File: src/rtl/pc_unit.sv
// pc_unit -- program-counter unit for the fetch stage of the single-cycle RISC-V core.
//
// Chooses the next fetch address from trap vector, return-address-stack pop, jump,
// branch, hold (stall) or sequential increment, in that priority order. Redirect
// targets are alignment-checked; a bad target or a return with an empty stack sends
// the PC to TRAP_VEC and raises a one-cycle status pulse.
//
// Ports
//   clk            in   clock, rising edge
//   reset          in   synchronous, active-high
//   stall          in   hold PC when no redirect is requested
//   branch_taken   in   take branch_target
//   branch_target  in   branch destination
//   jump_valid     in   take jump_target
//   jump_target    in   jump destination
//   call           in   with jump_valid (or ret): push pc+STEP on the RAS
//   ret            in   pop RAS top and use it as next PC
//   trap           in   force PC to TRAP_VEC
//   pc             out  current fetch address
//   pc_valid       out  pc holds a fetchable address
//   misaligned     out  one-cycle pulse, selected target failed alignment
//   ras_underflow  out  one-cycle pulse, ret with empty RAS
//   ras_empty      out  RAS holds no entries
//   ras_full       out  RAS holds RAS_DEPTH entries
module pc_unit #(
   parameter int unsigned     XLEN       = 32,
   parameter int unsigned     STEP       = 4,
   parameter logic [XLEN-1:0] RESET_VEC  = '0,
   parameter logic [XLEN-1:0] TRAP_VEC   = 'h100,
   parameter int unsigned     RAS_DEPTH  = 4,   // power of two, >= 2
   parameter int unsigned     ALIGN_BITS = 2
) (
   input  logic            clk,
   input  logic            reset,
   input  logic            stall,
   input  logic            branch_taken,
   input  logic [XLEN-1:0] branch_target,
   input  logic            jump_valid,
   input  logic [XLEN-1:0] jump_target,
   input  logic            call,
   input  logic            ret,
   input  logic            trap,
   output logic [XLEN-1:0] pc,
   output logic            pc_valid,
   output logic            misaligned,
   output logic            ras_underflow,
   output logic            ras_empty,
   output logic            ras_full
);

   localparam int unsigned PW = $clog2(RAS_DEPTH);
   localparam int unsigned CW = $clog2(RAS_DEPTH + 1);
   localparam logic [XLEN-1:0] ALIGN_MASK = (XLEN'(1) << ALIGN_BITS) - XLEN'(1);

   typedef enum logic [2:0] {
      SRC_HOLD,
      SRC_SEQ,
      SRC_TARGET,
      SRC_TRAP_VEC
   } src_e;

   logic [XLEN-1:0] ras_mem [RAS_DEPTH];
   logic [PW-1:0]   ras_wp;      // next free slot; top entry sits at ras_wp-1
   logic [CW-1:0]   ras_count;

   logic [XLEN-1:0] pc_plus;
   logic [PW-1:0]   top_idx;
   logic [XLEN-1:0] ras_top;
   logic [XLEN-1:0] target;
   src_e            src;
   logic [XLEN-1:0] pc_next;
   logic            push;
   logic            pop;
   logic            mis_next;
   logic            unf_next;

   assign pc_plus = pc + XLEN'(STEP);
   assign top_idx = ras_wp - PW'(1);
   assign ras_top = ras_mem[top_idx];

   always_comb begin
      src      = SRC_SEQ;
      target   = '0;
      push     = 1'b0;
      pop      = 1'b0;
      mis_next = 1'b0;
      unf_next = 1'b0;
      if (trap) begin
         src = SRC_TRAP_VEC;
      end else if (ret) begin
         if (ras_count == '0) begin
            src      = SRC_TRAP_VEC;
            unf_next = 1'b1;
         end else if ((ras_top & ALIGN_MASK) != '0) begin
            src      = SRC_TRAP_VEC;
            mis_next = 1'b1;
         end else begin
            src    = SRC_TARGET;
            target = ras_top;
            pop    = 1'b1;
            push   = call;
         end
      end else if (jump_valid) begin
         if ((jump_target & ALIGN_MASK) != '0) begin
            src      = SRC_TRAP_VEC;
            mis_next = 1'b1;
         end else begin
            src    = SRC_TARGET;
            target = jump_target;
            push   = call;
         end
      end else if (branch_taken) begin
         if ((branch_target & ALIGN_MASK) != '0) begin
            src      = SRC_TRAP_VEC;
            mis_next = 1'b1;
         end else begin
            src    = SRC_TARGET;
            target = branch_target;
         end
      end else if (stall) begin
         src = SRC_HOLD;
      end
   end

   always_comb begin
      pc_next = pc_plus;
      unique case (src)
         SRC_HOLD:     pc_next = pc;
         SRC_SEQ:      pc_next = pc_plus;
         SRC_TARGET:   pc_next = target;
         SRC_TRAP_VEC: pc_next = TRAP_VEC;
         default:      pc_next = pc_plus;
      endcase
   end

   always_ff @(posedge clk) begin
      if (reset) begin
         pc            <= RESET_VEC;
         pc_valid      <= 1'b0;
         misaligned    <= 1'b0;
         ras_underflow <= 1'b0;
         ras_wp        <= '0;
         ras_count     <= '0;
      end else begin
         pc            <= pc_next;
         pc_valid      <= 1'b1;
         misaligned    <= mis_next;
         ras_underflow <= unf_next;
         // Pop+push in one cycle replaces the top in place: pointer and count unchanged.
         if (pop && !push) begin
            ras_wp    <= ras_wp - PW'(1);
            ras_count <= ras_count - CW'(1);
         end else if (push && !pop) begin
            // Circular buffer: a push when full overwrites the oldest entry.
            ras_wp <= ras_wp + PW'(1);
            if (ras_count != CW'(RAS_DEPTH))
               ras_count <= ras_count + CW'(1);
         end
      end
   end

   always_ff @(posedge clk) begin
      if (!reset && push) begin
         if (pop)
            ras_mem[top_idx] <= pc_plus;
         else
            ras_mem[ras_wp] <= pc_plus;
      end
   end

   assign ras_empty = (ras_count == '0);
   assign ras_full  = (ras_count == CW'(RAS_DEPTH));

endmodule

File: config.mk
export PLATFORM = sky130hd
export DESIGN_NAME = pc_unit
export DESIGN_NICKNAME = d
export VERILOG_FILES = /design/src/rtl/pc_unit.sv
export SDC_FILE = /design/constraint.sdc
export NUM_CORES = 1
export LEC_CHECK = 0
export CORE_MARGIN = 4
export CORE_UTILIZATION = 40
export CTS_BUF_LIST = sky130_fd_sc_hd__clkbuf_8
export DETAILED_ROUTE_END_ITERATION = 16
export GPL_TIMING_DRIVEN = 0
export MAX_ROUTING_LAYER = met4
export SLEW_MARGIN = 20
export SYNTH_ARGS = -nofsm -noshare
export SYNTH_HDL_FRONTEND = slang
export SYNTH_SLANG_ARGS = --single-unit
File: constraint.sdc
create_clock -name clk -period 9.58 [get_ports clk]
set_clock_uncertainty 0.2 [all_clocks]
set_input_delay 1.916 -clock clk [delete_from_list [all_inputs] [get_ports clk]]
set_output_delay 1.916 -clock clk [all_outputs]
set_load 0.01 [all_outputs]
After elaboration in Yosys (flattened, before gate mapping) --
Memory sizes are Yosys's and may differ from the RTL's. Index checks and enable logic that the tools add are counted.
Word-level totals: register bits after elaboration 40, memories 1, bits in writable memories 128, output and inout port bits 37, logic and storage cells 85
Cells by class: bitwise gates (word level) 1, $add $sub $neg 5, muxes and demuxes 51, eq/ne operators 4, reductions and logical operators 17
Memories:
- ras_mem | depth 4, bits a word 32, rd ports 1, clocked after Yosys merged registers in 0, wr ports 1, RTL line 62 | logic [XLEN-1:0] ras_mem [RAS_DEPTH];
Operators by type and width (count):
- 32-bit 2-to-1 mux | 9
- 32-bit case mux with 3 select lines | 1
- 32-bit nonzero test | 3
- 32-bit by 3-bit adder with 32-bit output, second input constant | 1
- 32-bit OR reduction | 1
- 1-bit 2-to-1 mux | 31
- 3-bit 2-to-1 mux | 7
- 3-bit by 2-bit == test with 1-bit output, second input constant | 2
- 3-bit logical NOT | 2
- 2-bit 2-to-1 mux | 3
- 2-bit nonzero test | 2
- 3-bit by 1-bit adder with 3-bit output, second input constant | 1
- 3-bit == test, second input constant | 1
- 1-bit logical AND | 3
- 1-bit logical NOT | 3
- 3-bit inequality test, second input constant | 1
- 3-bit OR reduction | 1
- 3-bit by 1-bit subtractor with 3-bit output, second input constant | 1
- 2-bit by 1-bit adder with 2-bit output, second input constant | 1
- 2-bit AND reduction | 1
- 2-bit OR reduction | 1
- 2-bit by 1-bit subtractor with 2-bit output, second input constant | 1
- 1-bit NOT | 1

Logic depth before layout (Yosys ltp) --
Gate-level depths: netlist of the first run. An unclocked memory read counts as a cell.
word-level depth 12, depth in mapped cells 13, gate-level depth less buffers 12

Worst setup path before layout of the first run --
OpenSTA, ideal clock, no wires.
kind in2reg, from input port ret, to memory ras_mem[0][0] (enable), path slack 4.441 ns, data arrival time 4.518 ns, path buffers 1, cell stages on the path 6, data required time 8.959 ns, cell sequence clkbuf_1 > nand2b_1 > a21oi_1 > o21ai_1 > or4_1 > nor2_1
On the way: longest elaborated chain between the ends 7
RTL lines:
- start: declaration | RTL line 41 | input logic ret,
- 1-bit 2-to-1 mux | RTL line 90 | end else if (ret) begin
- 1-bit 2-to-1 mux | RTL line 88 | if (trap) begin
- 1-bit 2-to-1 mux or 1-bit logical AND (tied branches) | RTL line 164, 163
- 1-bit 2-to-1 mux | RTL line 163 | if (!reset && push) begin
- 1-bit 2-to-1 mux (implied by the code) | RTL line 167 | ras_mem[ras_wp] <= pc_plus;
- 32-bit OR reduction (no line)
- 2-bit 2-to-1 mux (no line) or 1-bit 2-to-1 mux (tied branches)
- end: declaration | RTL line 62
Parallel ways exist; a longest one is shown, timed or not.

Worst setup path after layout of the first run --
from input port jump_valid, to memory ras_mem[2][5] (enable)
On the way: longest elaborated chain between the ends 8
RTL lines:
- start: declaration | RTL line 38 | input logic jump_valid,
- 1-bit 2-to-1 mux (*) | RTL line 103 | end else if (jump_valid) begin
- 1-bit 2-to-1 mux (*) | RTL line 90
- 1-bit 2-to-1 mux (*) | RTL line 88
- 1-bit logical AND (*) | RTL line 163
- 1-bit 2-to-1 mux | RTL line 163
- 1-bit 2-to-1 mux (implied by the code) | RTL line 167
- 32-bit OR reduction (no line)
- 2-bit 2-to-1 mux (no line) or 1-bit 2-to-1 mux (tied branches)
Mark *: on every way between the ends. The rest lies on a longest branch, timed or not.

==> results of run 1 <==
==> final cells by class <==
type / instances / area [sq um]
plain buffers: 39 / 163
clock buffers: 17 / 234
clock inverters: 15 / 164
fillers: 1685 / 9200
inverters: 8 / 30.0
multi-input cells: 373 / 2970
flip-flops and latches: 168 / 4640
well taps: 260 / 325
repair buffers: 109 / 1160
==> worst max-delay path, stage by stage <==
cell	delay (ns)
clkdlybuf4s50_1	0.47
clkbuf_1	0.41
nor4b_1	0.28
o21ai_1	0.18
or4_1	0.65
nor2_4	0.57
buf_16	0.25
==> power by group through the flow <==
stage | logic [mW] | registers (mW) | clock network [mW]
3_5_place_dp | 0.0918 | 0.796 | 0
3_3_place_gp | 0.0901 | 0.796 | 0
2_1_floorplan | 0.0382 | 0.796 | 0
6_report | 0.0925 | 0.779 | 0.510
5_1_grt | 0.0989 | 0.780 | 0.553
4_1_cts | 0.0921 | 0.779 | 0.521
==> sequential cells by signal, indices dropped and copies added, names as in the netlist <==
register and count:
pc_valid 1, ras_wp 2, pc 32, ras_underflow 1
misaligned 1, ras_count 3, ras_mem 128
==> worst max-delay path by stage <==
stage	to	slack, ns	cells after the start
6_report	ras_mem[2][5]$_DFFE_PP_	4.79	7
5_1_grt	ras_mem[2][5]$_DFFE_PP_	4.64	7
4_1_cts	ras_mem[0][7]$_DFFE_PP_	4.79	7
3_5_place_dp	ras_mem[0][5]$_DFFE_PP_	4.30	7
3_3_place_gp	ras_mem[2][6]$_DFFE_PP_	2.49	6
2_1_floorplan	ras_mem[0][0]$_DFFE_PP_	4.44	6
==> cell usage in the layout, fill, tap and decap left out, types with 5 or more instances in the layout <==
cell             count
a21oi_1             42
a22oi_1             27
and3_1               8
buf_2                7
clkbuf_1            27
clkbuf_8            17
clkdlybuf4s50_1    105
dfxtp_1             40
edfxtp_1           128
inv_1               11
mux4_2              30
nand2_1             20
nand3_1             14
nor2_1              51
nor3_1              11
nor4_1               6
nor4_2               9
o211a_1              5
o21ai_0             23
or4_1                5
xnor2_1             18
xor2_1              19
==> metrics by stage <==
step	power (mW)	cell area (sq um)	worst slack (ns)	std cells
after global routing	1.43	9690	4.64	989
after detailed placement	0.888	9290	4.30	957
final	1.38	9690	4.79	989
after CTS	1.39	9690	4.79	989
after global placement	0.886	9150	2.49	953
after floorplan	0.834	7770	4.44	588
==> per-layer routing <==
| metal | global-route usage, % | vias to the layer above |
|---|---|---|
| li1 | - | 2544 |
| met1 | 28.8 | 2847 |
| met2 | 34.3 | 220 |
| met3 | 3.95 | 23 |
| met4 | 4.01 | 0 |
| met5 | - | - |
==> logic make-up after synthesis <==
family / after synthesis / synth area share (%)
fa+ha+maj: 4 / 0.644
compound gates: 141 / 12.0
mux: 33 / 9.08
flops: 168 / 59.7
xor+xnor: 37 / 4.17
simple gates: 158 / 11.9
buf+inv: 47 / 2.48
==> results_dict.tcl, run 1 <==
set metrics [dict create \
    status "finished clean" \
    synth-seq-cells 168 \
    slew_headroom_pct 25.4 \
    viasPerCell 5.70 \
    async_flop_share_pct 0 \
    grt_pass1_vias 5714 \
    tns_ns 0 \
    end_kind "flop" \
    cts-root-buf "clkbuf_8" \
    holdPathStages 0 \
    antenna_cells 0 \
    grt_usage_pct 21.3 \
    hpwlAfterDp_mm 15.7 \
    avgSynthCellArea_sq_um 13.2 \
    wl_met1_mm 9.60 \
    slew_violations 0 \
    p_sw_mw 0.305 \
    ant_nets 0 \
    netlist-cell-type-count 60 \
    finalHoldViolCount 0 \
    grt_first_pass_wirelength_mm 33.7 \
    io_pins 109 \
    arrival_ns 4.75 \
    clkSinkCount 168 \
    post-route-period-util_pct 50.0 \
    post_cts_buffers 0 \
    ys_seq_area_share_pct 59.7 \
    area_delta_synth_final_pct 24.6 \
    synth_top_cells_by_count "edfxtp_1, nor2_1, a21oi_1, dfxtp_1, mux4_2" \
    drc 0 \
    pwr-share-clk_pct 36.9 \
    cts_hold_buf 0 \
    period_needed_ns 4.79 \
    setup_viol 0 \
    power_leakage_nw 3.34 \
    critPathMaxFanout 18 \
    hp-start "pc[0]$_SDFFE_PP0P_" \
    clock_path_buffers 2 \
    internal_power_mw 1.08 \
    drive_above_1_share_pct 12.8 \
    wire_per_inst_um 22.4 \
    powerDensity_nw_per_um2 143 \
    reg2reg_slack_ns 5.83 \
    path_clk_slew_ns 0.08 \
    hp-class "reg2reg" \
    vias 5634 \
    combPwrFrac_pct 6.7 \
    clock.fmax_ghz 0.209 \
    grt_setup_unrepaired "false" \
    seqPwrFrac_pct 56.4 \
    cts_buffers 17 \
    highest_layer "met4" \
    worst-slew-pin-transition_ns 1.11 \
    yosysWarnings 0 \
    synthTopCellsByArea "edfxtp_1, dfxtp_1, mux4_2" \
    insertion_delay_ns 0.46 \
    r2r-end "ras_mem[2][5]$_DFFE_PP_" \
    drtIter0Drc 538 \
    ir_worst_vdd_v 0.000102 \
    htreeDepth 4 \
    reg2reg_from "ras_wp[1]$_SDFFE_PP0P_" \
    overflow 0 \
    fp.dieH_um 147 \
    globalplace.congestion 0.871 \
    max_cap_violations 0 \
    die_area_sq_um 21700 \
    grt_max_degree 19 \
    hold_ws_ns 0.341 \
    nNetsFinal 792 \
    utilization_pct 51.3 \
    syn_area_sq_um 7770 \
    wl_met3_mm 1.48 \
    switching_share_pct 22.1 \
    critPathRequiredTime_ns 9.54 \
    io_buffer_count 105 \
    crit_type "in2reg" \
    antenna_found_initial 0 \
    synth_top_area_cell "edfxtp_1" \
    synth_flop_cell "edfxtp_1" \
    synth_edf_count 128 \
    start_kind "input port" \
    holdPathEnd "ras_mem[0][0]$_DFFE_PP_" \
    yosysMostFrequentCell "edfxtp_1" \
    startpoint "jump_valid" \
    start_util_pct 41.2 \
    worstRegToRegCells 7 \
    cts_tree "built" \
    die_w_um 147 \
    synth_top_cell_area_share_pct 49.4 \
    rows 50 \
    route.met2.wl_mm 10.8 \
    synth_nets 664 \
    first_pass_iters 5 \
    post_cts_resized 0 \
    synth_cells 588 \
    routed_wl_mm 22.1 \
    coreArea_sq_um 18900 \
]
Note: power is estimated with default switching activity, not from simulation.
==> inputs of run 2 (changes only) <==
Clock period 9.58 ns to 5 ns, I/O delays scaled along.
==> results of run 2 <==
Same layout as run 1 (identical final DEF). Status: finished clean.
Main changes from that run: setup slack after placement 4.30 ns -> 0.637 ns; setup slack after layout 4.79 ns -> 1.13 ns; register-to-register setup slack 5.83 ns -> 1.25 ns; total power 1.38 mW -> 2.65 mW; worst IR drop on VDD 0.000102 V -> 0.000195 V
==> inputs of run 3 (changes only) <==
Clock period 5 ns to 4.03 ns, I/O delays scaled along.
==> results of run 3 <==
Same layout as run 1 (identical final DEF). Status: finished clean.
Main changes from that run: setup slack after placement 4.30 ns -> -0.139 ns; setup slack after layout 4.79 ns -> 0.280 ns; start point of the critical path jump_valid -> ras_wp[1]$_SDFFE_PP0P_; register-to-register setup slack 5.83 ns -> 0.28 ns; total power 1.38 mW -> 3.28 mW; worst IR drop on VDD 0.000102 V -> 0.000242 V
